<file path="src/rtl/load_align_unit_pkg.sv">
// Shared definitions for the load alignment unit: load funct3 codes,
// controller state encodings and small funct3 decode helpers.
package load_align_unit_pkg;

    localparam logic [2:0] FNC_LB  = 3'b000;
    localparam logic [2:0] FNC_LH  = 3'b001;
    localparam logic [2:0] FNC_LW  = 3'b010;
    localparam logic [2:0] FNC_LBU = 3'b100;
    localparam logic [2:0] FNC_LHU = 3'b101;

    typedef enum logic [1:0] {
        LOAD_ST_IDLE = 2'd0,
        LOAD_ST_RD0  = 2'd1,
        LOAD_ST_RD1  = 2'd2,
        LOAD_ST_RESP = 2'd3
    } load_state_e;

    function automatic logic f3IsLegal(input logic [2:0] f3);
        return (f3 == FNC_LB) || (f3 == FNC_LH) || (f3 == FNC_LW) ||
               (f3 == FNC_LBU) || (f3 == FNC_LHU);
    endfunction

    function automatic logic f3IsHalf(input logic [2:0] f3);
        return (f3 == FNC_LH) || (f3 == FNC_LHU);
    endfunction

    function automatic logic f3IsWord(input logic [2:0] f3);
        return (f3 == FNC_LW);
    endfunction

endpackage

</file>
<file path="src/rtl/load_align_unit_if.sv">
// Bus bundle for the load alignment unit: request handshake, DMEM read
// port and response handshake. The unit uses the slave view; the MEM
// stage / DMEM side uses the master view.
interface load_align_unit_if #(
    parameter int ADDR_W = 14,
    parameter int TAG_W  = 5
);
    logic              req_valid;
    logic              req_ready;
    logic [2:0]        req_funct3;
    logic [31:0]       req_addr;
    logic [TAG_W-1:0]  req_tag;
    logic              dmem_re;
    logic [ADDR_W-1:0] dmem_addr;
    logic [31:0]       dmem_rdata;
    logic              resp_valid;
    logic              resp_ready;
    logic [31:0]       resp_data;
    logic [TAG_W-1:0]  resp_tag;
    logic              resp_err;

    modport slave (
        input  req_valid, req_funct3, req_addr, req_tag, dmem_rdata, resp_ready,
        output req_ready, dmem_re, dmem_addr, resp_valid, resp_data, resp_tag, resp_err
    );

    modport master (
        output req_valid, req_funct3, req_addr, req_tag, dmem_rdata, resp_ready,
        input  req_ready, dmem_re, dmem_addr, resp_valid, resp_data, resp_tag, resp_err
    );
endinterface

</file>
<file path="src/rtl/load_align_unit_extract.sv">
// Combinational lane selector: shifts a 64-bit word pair right by the byte
// offset and sign/zero-extends the byte, half or word the load asks for.
module load_extract
    import load_align_unit_pkg::*;
(
    input  logic [63:0] i_pair,
    input  logic [1:0]  i_offset,
    input  logic [2:0]  i_funct3,
    output logic [31:0] o_data
);
    logic [31:0] w_shifted;

    // Align the addressed byte to bit 0, then extend according to funct3.
    always_comb begin
        w_shifted = 32'(i_pair >> {i_offset, 3'b000});
        o_data    = 32'h0;
        case (i_funct3)
            FNC_LB:  o_data = {{24{w_shifted[7]}}, w_shifted[7:0]};
            FNC_LBU: o_data = {24'h0, w_shifted[7:0]};
            FNC_LH:  o_data = {{16{w_shifted[15]}}, w_shifted[15:0]};
            FNC_LHU: o_data = {16'h0, w_shifted[15:0]};
            FNC_LW:  o_data = w_shifted;
            default: o_data = 32'h0;
        endcase
    end
endmodule

</file>
<file path="src/rtl/load_align_unit.sv">
// Load alignment unit: accepts a load, reads one or two DMEM words and
// returns the extracted, extended value with a tag. Build option
// MISALIGNED_LOAD_EN enables misaligned LH/LHU/LW (word-crossing loads take
// a second read); without it misaligned loads complete at once with an error.
module load_align_unit
    import load_align_unit_pkg::*;
#(
    parameter int ADDR_W = 14,
    parameter int TAG_W  = 5
) (
    input  logic             clk,
    input  logic             rst_n,
    load_align_unit_if.slave bus
);
    load_state_e       r_state;
    load_state_e       w_next;
    logic [2:0]        r_funct3;
    logic [1:0]        r_offset;
    logic [ADDR_W-1:0] r_waddr;
    logic              r_cross;
    logic [31:0]       r_word0;
    logic [31:0]       r_resp_data;
    logic [TAG_W-1:0]  r_resp_tag;
    logic              r_resp_err;

    logic              w_accept;
    logic              w_req_err;
    logic              w_req_cross;
    logic [63:0]       w_pair;
    logic [31:0]       w_extract;
    wire               w_unused = &{1'b0, bus.req_addr[31:ADDR_W+2]};

    // Classify the incoming request: illegal/unsupported, and whether it spans two words.
    always_comb begin
        w_req_err   = 1'b0;
        w_req_cross = 1'b0;
`ifdef MISALIGNED_LOAD_EN
        w_req_err   = !f3IsLegal(bus.req_funct3);
        w_req_cross = (f3IsHalf(bus.req_funct3) && (bus.req_addr[1:0] == 2'b11)) ||
                      (f3IsWord(bus.req_funct3) && (bus.req_addr[1:0] != 2'b00));
`else
        w_req_err   = !f3IsLegal(bus.req_funct3) ||
                      (f3IsHalf(bus.req_funct3) && bus.req_addr[0]) ||
                      (f3IsWord(bus.req_funct3) && (bus.req_addr[1:0] != 2'b00));
        w_req_cross = 1'b0;
`endif
    end

    assign w_accept = bus.req_valid && bus.req_ready;
    assign w_pair   = (r_state == LOAD_ST_RD1) ? {bus.dmem_rdata, r_word0}
                                               : {32'h0, bus.dmem_rdata};

    load_extract u_extract (
        .i_pair   (w_pair),
        .i_offset (r_offset),
        .i_funct3 (r_funct3),
        .o_data   (w_extract)
    );

    // Controller state register.
    always_ff @(posedge clk) begin
        if (!rst_n) r_state <= LOAD_ST_IDLE;
        else        r_state <= w_next;
    end

    // Next-state logic plus handshake and DMEM read issue; all gated off while in reset.
    always_comb begin
        w_next        = r_state;
        bus.req_ready = 1'b0;
        bus.dmem_re   = 1'b0;
        bus.dmem_addr = bus.req_addr[ADDR_W+1:2];
        case (r_state)
            LOAD_ST_IDLE: begin
                bus.req_ready = rst_n;
                if (w_accept) begin
                    if (w_req_err) begin
                        w_next = LOAD_ST_RESP;
                    end else begin
                        w_next      = LOAD_ST_RD0;
                        bus.dmem_re = 1'b1;
                    end
                end
            end
            LOAD_ST_RD0: begin
                if (r_cross) begin
                    w_next        = LOAD_ST_RD1;
                    bus.dmem_re   = rst_n;
                    bus.dmem_addr = r_waddr + {{(ADDR_W-1){1'b0}}, 1'b1};
                end else begin
                    w_next = LOAD_ST_RESP;
                end
            end
            LOAD_ST_RD1:  w_next = LOAD_ST_RESP;
            LOAD_ST_RESP: if (bus.resp_ready) w_next = LOAD_ST_IDLE;
            default:      w_next = LOAD_ST_IDLE;
        endcase
    end

    // Request capture, first-word buffering and response result registers.
    always_ff @(posedge clk) begin
        if (!rst_n) begin
            r_funct3    <= 3'b000;
            r_offset    <= 2'b00;
            r_waddr     <= '0;
            r_cross     <= 1'b0;
            r_word0     <= 32'h0;
            r_resp_data <= 32'h0;
            r_resp_tag  <= '0;
            r_resp_err  <= 1'b0;
        end else begin
            case (r_state)
                LOAD_ST_IDLE: begin
                    if (w_accept) begin
                        r_funct3   <= bus.req_funct3;
                        r_offset   <= bus.req_addr[1:0];
                        r_waddr    <= bus.req_addr[ADDR_W+1:2];
                        r_cross    <= w_req_cross;
                        r_resp_tag <= bus.req_tag;
                        if (w_req_err) begin
                            r_resp_data <= 32'h0;
                            r_resp_err  <= 1'b1;
                        end
                    end
                end
                LOAD_ST_RD0: begin
                    if (r_cross) begin
                        r_word0 <= bus.dmem_rdata;
                    end else begin
                        r_resp_data <= w_extract;
                        r_resp_err  <= 1'b0;
                    end
                end
                LOAD_ST_RD1: begin
                    r_resp_data <= w_extract;
                    r_resp_err  <= 1'b0;
                end
                default: ;
            endcase
        end
    end

    assign bus.resp_valid = (r_state == LOAD_ST_RESP);
    assign bus.resp_data  = r_resp_data;
    assign bus.resp_tag   = r_resp_tag;
    assign bus.resp_err   = r_resp_err;
endmodule

</file>
<file path="src/flat_wrapper.sv">
// flat-port wrapper written by rule: the top's interface ports become plain ports
module load_align_unit_flat import load_align_unit_pkg::*;
#(
    parameter int ADDR_W = 14,
    parameter int TAG_W  = 5
)
  (clk, rst_n, bus_req_valid, bus_req_funct3, bus_req_addr, bus_req_tag, bus_dmem_rdata, bus_resp_ready, bus_req_ready, bus_dmem_re, bus_dmem_addr, bus_resp_valid, bus_resp_data, bus_resp_tag, bus_resp_err);
  load_align_unit_if #(.ADDR_W(ADDR_W), .TAG_W(TAG_W)) bus_i ();
  input  logic clk;
  input  logic rst_n;
  input wire logic [$bits(bus_i.req_valid)-1:0] bus_req_valid;
  input wire logic [$bits(bus_i.req_funct3)-1:0] bus_req_funct3;
  input wire logic [$bits(bus_i.req_addr)-1:0] bus_req_addr;
  input wire logic [$bits(bus_i.req_tag)-1:0] bus_req_tag;
  input wire logic [$bits(bus_i.dmem_rdata)-1:0] bus_dmem_rdata;
  input wire logic [$bits(bus_i.resp_ready)-1:0] bus_resp_ready;
  output wire logic [$bits(bus_i.req_ready)-1:0] bus_req_ready;
  output wire logic [$bits(bus_i.dmem_re)-1:0] bus_dmem_re;
  output wire logic [$bits(bus_i.dmem_addr)-1:0] bus_dmem_addr;
  output wire logic [$bits(bus_i.resp_valid)-1:0] bus_resp_valid;
  output wire logic [$bits(bus_i.resp_data)-1:0] bus_resp_data;
  output wire logic [$bits(bus_i.resp_tag)-1:0] bus_resp_tag;
  output wire logic [$bits(bus_i.resp_err)-1:0] bus_resp_err;
  assign bus_i.req_valid = bus_req_valid;
  assign bus_i.req_funct3 = bus_req_funct3;
  assign bus_i.req_addr = bus_req_addr;
  assign bus_i.req_tag = bus_req_tag;
  assign bus_i.dmem_rdata = bus_dmem_rdata;
  assign bus_i.resp_ready = bus_resp_ready;
  assign bus_req_ready = bus_i.req_ready;
  assign bus_dmem_re = bus_i.dmem_re;
  assign bus_dmem_addr = bus_i.dmem_addr;
  assign bus_resp_valid = bus_i.resp_valid;
  assign bus_resp_data = bus_i.resp_data;
  assign bus_resp_tag = bus_i.resp_tag;
  assign bus_resp_err = bus_i.resp_err;
  load_align_unit #(.ADDR_W(ADDR_W), .TAG_W(TAG_W)) u_core (.clk(clk), .rst_n(rst_n), .bus(bus_i));
endmodule
</file>
<file path="config.mk">
export PLATFORM = sky130hd
export DESIGN_NAME = load_align_unit_flat
export DESIGN_NICKNAME = d
export VERILOG_FILES = /design/src/rtl/load_align_unit_pkg.sv /design/src/rtl/load_align_unit_if.sv /design/src/rtl/load_align_unit_extract.sv /design/src/rtl/load_align_unit.sv /design/src/flat_wrapper.sv
export SDC_FILE = /design/constraint.sdc
export NUM_CORES = 1
export LEC_CHECK = 0
export BUFFER_PORTS_ARGS = -buffer_cell sky130_fd_sc_hd__buf_2
export CORE_AREA = 8 8 90 92
export CTS_CLUSTER_SIZE = 14
export DETAILED_ROUTE_END_ITERATION = 10
export DIE_AREA = 0 0 98 100
export PLACE_DENSITY = 0.79
export SYNTH_ARGS = -nofsm -noshare
export SYNTH_HDL_FRONTEND = slang
export SYNTH_SLANG_ARGS = --single-unit
export TNS_END_PERCENT = 1
</file>
<file path="constraint.sdc">
create_clock -name clk -period 2 [get_ports clk]
set_clock_uncertainty 0.1 [all_clocks]
set_input_delay 0.4 -clock clk [delete_from_list [all_inputs] [get_ports clk]]
set_output_delay 0.4 -clock clk [all_outputs]
set_load 0.02 [all_outputs]
</file>
==> qor.tcl, run 1 <==
set qor(areaGrowthSynthToFinish_pct) 30.8
set qor(vias_in_the_first_global_route) 2861
set qor(antenna_violating_nets_post_route) 0
set qor(tritoncts_num_sinks) 45
set qor(post_synth.cell_area_avg_um2) 8.89
set qor(h-tree-depth) 2
set qor(synth_edf_count) 0
set qor(yosysUniqueCellTypes) 45
set qor(synth_seq_area_share_pct) 32.8
set qor(max-slew-margin-rel_pct) 57.4
set qor(hold_start) {bus_req_tag[2]}
set qor(post-synth-top-area-fraction_pct) 32.8
set qor(worst_path_max_delay_cell) {sky130_fd_sc_hd__dfxtp_4}
set qor(worstReg2RegEnd) {u_core.bus.resp_data[16]}
set qor(drt_iter0_markers) 520
set qor(syn-num-nets) 390
set qor(grt_max_degree) 37
set qor(timing.critical_path.arrival_ns) 2.06
set qor(critPathBufInv) 3
set qor(worstPathRequired_ns) 2.08
set qor(start_util_pct) 41.4
set qor(wl_per_cell_um) 20.1
set qor(netlist_instances) 309
set qor(static-leakage-power_nw) 1.53
set qor(detailroute.via_count) 2932
set qor(cells_taking_the_most_area_after_synthesis) {sky130_fd_sc_hd__dfxtp_1, sky130_fd_sc_hd__buf_4, sky130_fd_sc_hd__mux2_2}
set qor(numPlacedInstances) 455
set qor(setup_repair_after_global_routing_missed_its_margin) {yes}
set qor(synthArstFlopShare_pct) 0
set qor(synth_warnings) 0
set qor(die_w_um) 98
set qor(power.density_nw_per_um2) 1250
set qor(commonest_non_fill_non_tap_cell_in_the_layout) {sky130_fd_sc_hd__buf_2}
set qor(layout.nets) 470
set qor(final_util_pct) 54.1
set qor(run_status) {finished clean}
set qor(post_layout_nonfiller_instances) 470
set qor(timing.critical_path.cells) {inv_2 > ha_4 > a21boi_4 > nor2_4 > nand2_4 > buf_12 > buf_4 > a222oi_1 > a211oi_1}
set qor(worstHoldEndpoint) {u_core.bus.resp_tag[2]}
set qor(cts_buffers) 5
set qor(ir_worst_vdd_uv) 651
set qor(clock_path_buffers) 2
set qor(postSynth.topFlopCell) {sky130_fd_sc_hd__dfxtp_1}
set qor(crit_path_end_kind) {flip-flop}
set qor(worstSetupStartpointType) {flip-flop}
set qor(critical_path_peak_fanout) 8
set qor(whs_path_depth) 3
set qor(reg2reg_setup_slack_ns) 0.02
set qor(postRouteWirelength_mm) 9.44
set qor(detail_route.vias_per_cell) 6.24
set qor(synth_seq_cells) 45
set qor(drc) 0
set qor(drt-pass1-iter-count) 8
set qor(fmax_mhz) 505
set qor(total_global_route_track_usage_pct) 16.8
set qor(critical_path.reg2reg.startpoint) {u_core.r_state[1]}
set qor(number_of_failing_hold_endpoints_at_the_final_stage) 0
set qor(wire_length_of_the_first_global_routing_pass_mm) 13.8
set qor(post_route_cells_drive_above_1_share_pct) 43.3
set qor(detailed_place_hpwl_mm) 6.28
set qor(pin_count) 131
set qor(fp.coreArea_um2) 6640
set qor(holdCritPathClass) {input port to flip-flop}
set qor(clockRootBuffer) {sky130_fd_sc_hd__clkbuf_8}
set qor(die_height_um) 100
set qor(place_worst_setup_slack_ns) -0.142
set qor(synth.cell_area_um2) 2750
set qor(layout_min_cycle_time_ns) 1.98
set qor(antenna-diode-count) 0
set qor(critical_path_class) {flip-flop to flip-flop}
set qor(insertion_delay_ns) 0.30
set qor(routabilityCongestion) 0.949
set qor(core.rowCount) 30
set qor(crit_path_start) {u_core.r_state[1]}
set qor(layout.cells.most_common_list) {sky130_fd_sc_hd__buf_2, sky130_fd_sc_hd__dfxtp_1, sky130_fd_sc_hd__nand2_1}
set qor(ratio_of_final_minimum_period_to_clock_period_pct) 99.0
set qor(globalRouteOverflowTotal) 0
set qor(clkSlewWorstSetupHoldPaths_ns) 0.09
set qor(timing_max_transition_violations_final) 0
set qor(r2r.worst_path.cells) 9
set qor(timing.max_cap.violations) 0
set qor(final_critical_path_setup_slack_ns) 0.0200
set qor(placement.io_buffers) 86
set qor(tritoncts_clock_tree) {done}
set qor(die_area_um2) 9800
set qor(timing_worst_slew_pin_value_ns) 0.638
set qor(critPathMaxStageDelay_ns) 0.38
set qor(antenna_violations_before_repair) 0
set qor(finalSetupViolCount) 0
set qor(path_delay_family) {compound AO/OA/AOI/OAI gates}
set qor(yosysTopAreaCell) {sky130_fd_sc_hd__dfxtp_1}
## per-layer routing
| layer | GRT usage (%) | routed length, µm | vias to the layer above |
|---|---|---|---|
| li1 | - | - | 1338 |
| met3 | 3.32 | 728 | 31 |
| met4 | 7.67 | 232 | 0 |
| met1 | 20.1 | 3830 | 1395 |
| met5 | 0 | 0 | - |
| met2 | 28.3 | 4640 | 168 |
## power by group
part	total [mW]	leakage, nW	internal (mW)	switching, mW
clock network	0.701	0.0554	0.375	0.325
registers	1.21	0.367	1.08	0.137
logic	2.56	1.10	1.13	1.43
total	4.48	1.53	2.58	1.89
## final cells by class
class,count,area [µm²]
tap,80,100
timing repair buffer,115,743
multi-input combinational,216,1700
inverter,6,28.8
clock inverter,2,38.8
clock buffer,6,72.6
sequential,45,906
fill,572,3050
## registers in the layout, indices dropped and copies added, names as in the netlist
name and cells:
u_core.bus.resp_data 32, u_core.bus.resp_tag 5, u_core.r_funct3 3, u_core.r_offset 2
u_core.r_state 2, u_core.bus.resp_err 1
## cell usage after synthesis (3+ instances only)
cell / instances
sky130_fd_sc_hd__inv_1: 5
sky130_fd_sc_hd__o21ai_0: 19
sky130_fd_sc_hd__a32o_1: 14
sky130_fd_sc_hd__a21oi_1: 20
sky130_fd_sc_hd__clkbuf_1: 7
sky130_fd_sc_hd__a22oi_1: 15
sky130_fd_sc_hd__ha_1: 5
sky130_fd_sc_hd__a22o_1: 8
sky130_fd_sc_hd__buf_2: 10
sky130_fd_sc_hd__a21o_1: 7
sky130_fd_sc_hd__nor3b_1: 7
sky130_fd_sc_hd__a211oi_1: 16
sky130_fd_sc_hd__buf_6: 3
sky130_fd_sc_hd__nand2_1: 25
sky130_fd_sc_hd__nor2_1: 17
sky130_fd_sc_hd__mux2i_1: 4
sky130_fd_sc_hd__a222oi_1: 14
sky130_fd_sc_hd__mux2_2: 14
sky130_fd_sc_hd__dfxtp_1: 45
sky130_fd_sc_hd__buf_4: 21
sky130_fd_sc_hd__nand2b_1: 3
sky130_fd_sc_hd__and2_1: 4
## tightest hold or removal path, stage by stage
cell and delay [ns]:
sky130_fd_sc_hd__buf_2 0.07, sky130_fd_sc_hd__nand2_1 0.03, sky130_fd_sc_hd__o21ai_0 0.05
## what timing repair did
action	CTS	global route
gates resized for setup	9	30
setup buffers	0	6
setup endpoints to repair	12	32
hold buffers	0	0
pin swaps	3	11
hold endpoints to repair	0	0
cloned	0	2
## through the flow
step | area, µm² | hold WS, ns | TNS [ns] | power, mW
final | 3590 | 0.188 | 0 | 4.48
after floorplan | 2750 | 0.381 | 0 | 2.67
after CTS | 3350 | 0.192 | 0 | 4.00
after global placement | 3220 | 0.341 | -0.167 | 3.25
after global routing | 3590 | 0.204 | -0.435 | 4.70
after detailed placement | 3220 | 0.353 | -0.520 | 3.28
## logic make-up after synthesis
group	share of synthesized area, %
buffers and inverters	10.7
and+or+nand+nor	12.9
AOI/OAI and AO/OA	34.2
muxes	7.19
DFF	32.8
adders and majority gates	2.28
## worst max-delay path by stage
stage | to | slack (ns) | depth (start not counted)
floorplan | u_core.bus.resp_data[14] | 0.08 | 8
global placement | u_core.bus.resp_data[10] | -0.05 | 6
detailed placement | u_core.bus.resp_data[9] | -0.14 | 6
CTS | u_core.bus.resp_data[24] | 0.004 | 8
global route | u_core.bus.resp_data[25] | -0.06 | 8
finish | u_core.bus.resp_data[16] | 0.02 | 9
No activity file was read; power rests on OpenSTA's default activity.
==> inputs of run 2 (changes only) <==
- CORE_AREA: 8 8 90 92 -> 2 2 84 86
- DIE_AREA: 0 0 98 100 -> 0 0 86 88
- REMOVE_ABC_BUFFERS: default -> 1
==> run 2 against run 1 <==
Total power is 7.3% lower. Worst setup slack better by 0.030 ns. Count of clock-buffer cells in the layout is 1 higher. Combinational power is 7.8% lower. Final cell count is 0.64% lower. Die area is 23% lower. Largest cell class unchanged. Largest power group unchanged. Highest routed layer unchanged.
==> qor.tcl, run 2 (same netlist as run 1, synthesis figures left out) <==
set qor(vias_in_the_first_global_route) 2769
set qor(die_height_um) 88
set qor(antenna-diode-count) 0
set qor(clockRootBuffer) {sky130_fd_sc_hd__clkbuf_8}
set qor(place_worst_setup_slack_ns) -0.215
set qor(commonest_non_fill_non_tap_cell_in_the_layout) {sky130_fd_sc_hd__buf_2}
set qor(final_util_pct) 52.2
set qor(post_route_cells_drive_above_1_share_pct) 41.3
set qor(power.switching_fraction_pct) 42.5
set qor(clockPowerShare_pct) 13.9
set qor(holdCritPathClass) {input port to flip-flop}
set qor(layout_min_cycle_time_ns) 1.95
set qor(static-leakage-power_nw) 1.50
set qor(ratio_of_final_minimum_period_to_clock_period_pct) 97.5
set qor(detailroute.via_count) 2893
set qor(start_util_pct) 41.4
set qor(nFillCells) 644
set qor(crit_path_end_kind) {flip-flop}
set qor(number_of_failing_hold_endpoints_at_the_final_stage) 0
set qor(globalRouteOverflowTotal) 0
set qor(critical_path_class) {flip-flop to flip-flop}
set qor(total_global_route_track_usage_pct) 21.2
set qor(critical_path_peak_fanout) 18
set qor(placed_area_um2) 3260
set qor(ir_worst_vdd_uv) 584
set qor(antenna_violations_before_repair) 0
set qor(drc) 0
set qor(power.total_mw) 4.15
set qor(h-tree-depth) 2
set qor(drt-pass1-iter-count) 5
set qor(placement.io_buffers) 86
set qor(timing.max_cap.violations) 0
set qor(grt_max_degree) 37
set qor(clkSlewWorstSetupHoldPaths_ns) 0.08
set qor(final_cell_area_um2) 3470
set qor(layout.cells.most_common_list) {sky130_fd_sc_hd__buf_2, sky130_fd_sc_hd__dfxtp_1, sky130_fd_sc_hd__nand2_1}
set qor(cts_buffers) 5
set qor(post-cts-setup-buffers) 0
set qor(die_w_um) 86
set qor(fmax_mhz) 513
set qor(detailed_place_hpwl_mm) 5.95
set qor(wl_per_cell_um) 18.3
set qor(antenna_violating_nets_post_route) 0
set qor(tritoncts_num_sinks) 45
set qor(wire_length_of_the_first_global_routing_pass_mm) 12.9
set qor(internal_power_mw) 2.38
set qor(detail_route.vias_per_cell) 6.19
set qor(cts_hold_repair.buffers) 0
set qor(max-slew-margin-rel_pct) 63.3
set qor(die_area_um2) 7570
set qor(pin_count) 131
set qor(postRouteWirelength_mm) 8.53
set qor(areaGrowthSynthToFinish_pct) 26.3
set qor(finalSetupViolCount) 0
set qor(p_sw_mw) 1.76
set qor(drt_iter0_markers) 245
set qor(routabilityCongestion) 0.830
set qor(insertion_delay_ns) 0.29
set qor(run_status) {finished clean}
set qor(worstPathRequired_ns) 2.08
set qor(timing_worst_slew_pin_value_ns) 0.551
set qor(final_critical_path_setup_slack_ns) 0.0499
set qor(p_comb_share_pct) 57.0
set qor(core.rowCount) 30
set qor(timing_max_transition_violations_final) 0
set qor(power.sequential.fraction_pct) 29.1
set qor(largest_register_ffs) 32
set qor(timing.critical_path.arrival_ns) 2.03
set qor(power.density_nw_per_um2) 1200
set qor(clock_path_buffers) 2
set qor(layout.nets) 468
set qor(worstSetupStartpointType) {flip-flop}
set qor(fp.coreArea_um2) 6640
set qor(tritoncts_clock_tree) {done}
[run 2: path summary, 6_finish.rpt]
kind | startpoint | to | slack, ns | cells past startpoint
setup / recovery | u_core.r_state[1] | u_core.bus.resp_data[28] | 0.05 | 7
hold / removal | bus_req_tag[1] | u_core.bus.resp_tag[1] | 0.20 | 3
setup reg to reg | u_core.r_state[1] | u_core.bus.resp_data[28] | 0.05 | 7
hold reg to reg | u_core.bus.resp_tag[0] | u_core.bus.resp_tag[0] | 0.36 | 2
[run 2: final cells by class]
cell class	count	area (µm²)	share of cell area [%]
clock buffers	7	86.3	2.49
inverters	6	26.3	0.757
multi-input cells	216	1640	47.2
flip-flops and latches	45	906	26.1
well taps	80	100	2.88
repair buffers	113	713	20.6
[run 2: power by group through the flow]
stage               Clock (mW)  Combinational, mW  Sequential, mW
floorplan                    0               1.05            1.40
global placement             0               2.09            1.20
detailed placement           0               2.13            1.21
CTS                      0.594               2.16            1.19
global route             0.622               2.52            1.22
finish                   0.578               2.36            1.21
[run 2: timing repair]
item / 4_1_cts / 5_1_grt
gates resized for setup: 6 / 20
pin swaps: 0 / 4
setup endpoints to repair: 24 / 33
cloned: 0 / 1
[run 2: worst max-delay path: stages, from the launching register on]
cell,delay [ns]
sky130_fd_sc_hd__dfxtp_4,0.37
sky130_fd_sc_hd__buf_4,0.14
sky130_fd_sc_hd__ha_1,0.25
sky130_fd_sc_hd__nor2_4,0.16
sky130_fd_sc_hd__nand2_4,0.10
sky130_fd_sc_hd__buf_12,0.17
sky130_fd_sc_hd__a222oi_1,0.40
sky130_fd_sc_hd__a211oi_2,0.13
[run 2: layer usage]
layer | vias up | global-route usage [%] | routed length [µm]
met2 | 173 | 35.7 | 3990
li1 | 1324 | - | -
met3 | 19 | 7.07 | 888
met5 | - | 3.25 | 0
met4 | 0 | 6.64 | 111
met1 | 1377 | 25.4 | 3530
[run 2: metrics by stage]
stage	hold slack, ns	setup TNS (ns)	instances
floorplan	0.381	-7.55	267
global placement	0.342	-0.762	459
detailed placement	0.349	-1.37	459
CTS	0.192	-0.00300	466
global route	0.207	-0.0243	467
finish	0.196	0	467
==> inputs of run 3 (changes only) <==
- ABC_AREA: default -> 1
- CORE_AREA: 2 2 84 86 -> 2 2 99 101
- DIE_AREA: 0 0 86 88 -> 0 0 101 103
- PLACE_DENSITY: 0.79 -> 0.65
==> run 3 against run 2 <==
Wire length rose by 21%. Core utilization fell by 13 points. Worst setup slack improved by 0.080 ns. Largest cell class unchanged.
==> qor.tcl, run 3 <==
set qor(run_status) {finished clean}
set qor(final_critical_path_setup_slack_ns) 0.130
set qor(numPlacedInstances) 664
set qor(synth_commonest_cells) {sky130_fd_sc_hd__nand3_1, sky130_fd_sc_hd__nand2_1, sky130_fd_sc_hd__dfxtp_1, sky130_fd_sc_hd__a21oi_1, sky130_fd_sc_hd__buf_4}
set qor(tritoncts_num_sinks) 45
set qor(synth_edf_count) 0
set qor(placed_area_um2) 3530
set qor(cts_hold_repair.buffers) 0
set qor(commonest_non_fill_non_tap_cell_in_the_layout) {sky130_fd_sc_hd__nand3_1}
set qor(cts_buffers) 5
set qor(areaGrowthSynthToFinish_pct) 17.7
set qor(nFillCells) 1025
set qor(placement.io_buffers) 86
set qor(static-leakage-power_nw) 1.73
set qor(detail_route.vias_per_cell) 5.43
set qor(timing_max_transition_violations_final) 0
set qor(postRouteWirelength_mm) 10.3
set qor(cells_taking_the_most_area_after_synthesis) {sky130_fd_sc_hd__dfxtp_1, sky130_fd_sc_hd__nand3_1, sky130_fd_sc_hd__nand2_1}
set qor(clkSlewWorstSetupHoldPaths_ns) 0.09
set qor(timing.max_cap.violations) 0
set qor(ratio_of_final_minimum_period_to_clock_period_pct) 93.5
set qor(critical_path.reg2reg.startpoint) {u_core.r_state[0]}
set qor(vias_in_the_first_global_route) 3479
set qor(netlist_instances) 498
set qor(post-synth-top-area-fraction_pct) 28.4
set qor(post_synth.cell_area_avg_um2) 6.37
set qor(critical_path_class) {flip-flop to primary output}
set qor(globalRouteOverflowTotal) 0
set qor(timing.critical_path.arrival_ns) 1.37
set qor(timing_worst_slew_pin_value_ns) 0.551
set qor(die_w_um) 101
set qor(grt_max_degree) 33
set qor(worstPathRequired_ns) 1.50
set qor(worstReg2RegEnd) {u_core.bus.resp_data[25]}
set qor(tritoncts_clock_tree) {done}
set qor(antenna-diode-count) 0
set qor(detailed_place_hpwl_mm) 6.91
set qor(post_route_cells_drive_above_1_share_pct) 24.3
set qor(layout_min_cycle_time_ns) 1.87
set qor(synthArstFlopShare_pct) 0
set qor(fmax_mhz) 535
set qor(synth_seq_cells) 45
set qor(finalSetupTns_ns) 0
set qor(synth_seq_area_share_pct) 28.4
set qor(yosysTopAreaCell) {sky130_fd_sc_hd__dfxtp_1}
set qor(final_cell_area_um2) 3740
set qor(clock_path_buffers) 2
set qor(reg2reg_setup_slack_ns) 0.16
set qor(holdCritPathClass) {input port to flip-flop}
set qor(wire_length_of_the_first_global_routing_pass_mm) 15.8
set qor(wl_per_cell_um) 15.3
set qor(worstHoldEndpoint) {u_core.bus.resp_tag[2]}
set qor(die_area_um2) 10400
set qor(power.density_nw_per_um2) 1250
set qor(number_of_failing_hold_endpoints_at_the_final_stage) 0
set qor(insertion_delay_ns) 0.30
set qor(busiest_layer) {met2}
set qor(hold_start) {bus_req_tag[2]}
set qor(worstSetupStartpointType) {flip-flop}
set qor(crit_path_end_kind) {primary output}
set qor(use_met3_pct) 5.90
set qor(clockRootBuffer) {sky130_fd_sc_hd__clkbuf_8}
set qor(yosysUniqueCellTypes) 26
set qor(antenna_violations_before_repair) 0
set qor(r2r.worst_path.cells) 9
set qor(detailroute.via_count) 3662
set qor(synthMostInstantiatedCell) {sky130_fd_sc_hd__nand3_1}
set qor(synth.cell_area_um2) 3170
set qor(layout.cells.most_common_list) {sky130_fd_sc_hd__nand3_1, sky130_fd_sc_hd__nand2_1, sky130_fd_sc_hd__buf_2}
set qor(core.rowCount) 36
set qor(synth_warnings) 0
set qor(drt_iter0_markers) 375
set qor(postSynth.topFlopCell) {sky130_fd_sc_hd__dfxtp_1}
set qor(setup_repair_after_global_routing_missed_its_margin) {no}
set qor(routabilityCongestion) 0.845
set qor(antenna_violating_nets_post_route) 0
set qor(ir_worst_vdd_uv) 469
set qor(finalSetupViolCount) 0
set qor(grt_use_met1_pct) 23.2
set qor(post_layout_nonfiller_instances) 674
set qor(critical_path_peak_fanout) 6
set qor(largest_register_ffs) 32
set qor(place_worst_setup_slack_ns) 0.0685
set qor(pin_count) 131
set qor(h-tree-depth) 2
set qor(fp.coreArea_um2) 9460
set qor(die_height_um) 103
set qor(worst_hold_slack_ns) 0.184
set qor(total_global_route_track_usage_pct) 19.0
set qor(layout.nets) 640
set qor(whs_path_depth) 3
set qor(max-slew-margin-rel_pct) 63.2
set qor(met2_usage_pct) 31.7
set qor(drc) 0
set qor(drt-pass1-iter-count) 5
set qor(start_util_pct) 33.6
==> run 3: cell families (layout without fill, tap and decap cells) <==
family | Yosys count | count (layout) | synth area share (%)
buf+inv | 73 | 133 | 13.9
simple gates | 318 | 320 | 46.1
flops | 45 | 45 | 28.4
compound gates | 57 | 57 | 9.66
fa+ha+maj | 5 | 5 | 1.97
==> run 3: worst max-delay path by stage <==
stage | startpoint | to | depth (start not counted)
2_1_floorplan | u_core.r_state[0] | u_core.bus.resp_data[16] | 9
3_3_place_gp | u_core.r_state[0] | u_core.bus.resp_data[25] | 9
3_5_place_dp | u_core.r_state[0] | u_core.bus.resp_data[25] | 9
4_1_cts | u_core.r_state[0] | bus_dmem_re | 7
5_1_grt | u_core.r_state[0] | u_core.bus.resp_data[31] | 11
6_report | u_core.r_state[1] | bus_dmem_re | 7
==> run 3: critical path, cell delays in order (launching register included) <==
cell	delay, ns
sky130_fd_sc_hd__dfxtp_4	0.37
sky130_fd_sc_hd__inv_1	0.08
sky130_fd_sc_hd__ha_4	0.14
sky130_fd_sc_hd__nand2_1	0.05
sky130_fd_sc_hd__inv_1	0.06
sky130_fd_sc_hd__nand2_1	0.07
sky130_fd_sc_hd__a21oi_1	0.13
sky130_fd_sc_hd__buf_4	0.16
==> run 3: layer usage <==
metal / vias to the layer above / share of wire [%] / wire length (µm)
li1: 1805 / - / -
met5: - / 0 / 0
met4: 0 / 2.0 / 202
met3: 19 / 9.4 / 967
met2: 177 / 47 / 4820
met1: 1661 / 42 / 4330
==> run 3: timing repair <==
item,in CTS,in global routing
cloned,0,2
setup endpoints to repair,1,28
resized for setup,1,12
pin swaps,0,1
setup buffers,0,0
==> run 3: stage by stage <==
stage | util, % | total power [mW]
finish | 39.5 | 4.68
global route | 39.5 | 5.04
CTS | 38.8 | 4.58
detailed placement | 37.3 | 3.71
global placement | 37.3 | 3.66
floorplan | - | 2.85
==> run 3: layout make-up <==
| class | instances | area [µm²] | area share [%] |
|---|---|---|---|
| multi-input combinational | 382 | 1890 | 50.6 |
| sequential | 45 | 906 | 24.2 |
| timing repair buffer | 105 | 576 | 15.4 |
| tap | 114 | 143 | 3.82 |
| inverter | 20 | 82.6 | 2.21 |
| clock buffer | 5 | 68.8 | 1.84 |
| clock inverter | 3 | 68.8 | 1.84 |
==> run 3: where the power goes <==
part | switching (mW) | internal (mW) | leakage, nW | total, mW
Combinational | 1.73 | 0.846 | 1.29 | 2.57
Sequential | 0.126 | 1.12 | 0.368 | 1.25
Clock | 0.352 | 0.503 | 0.0687 | 0.855
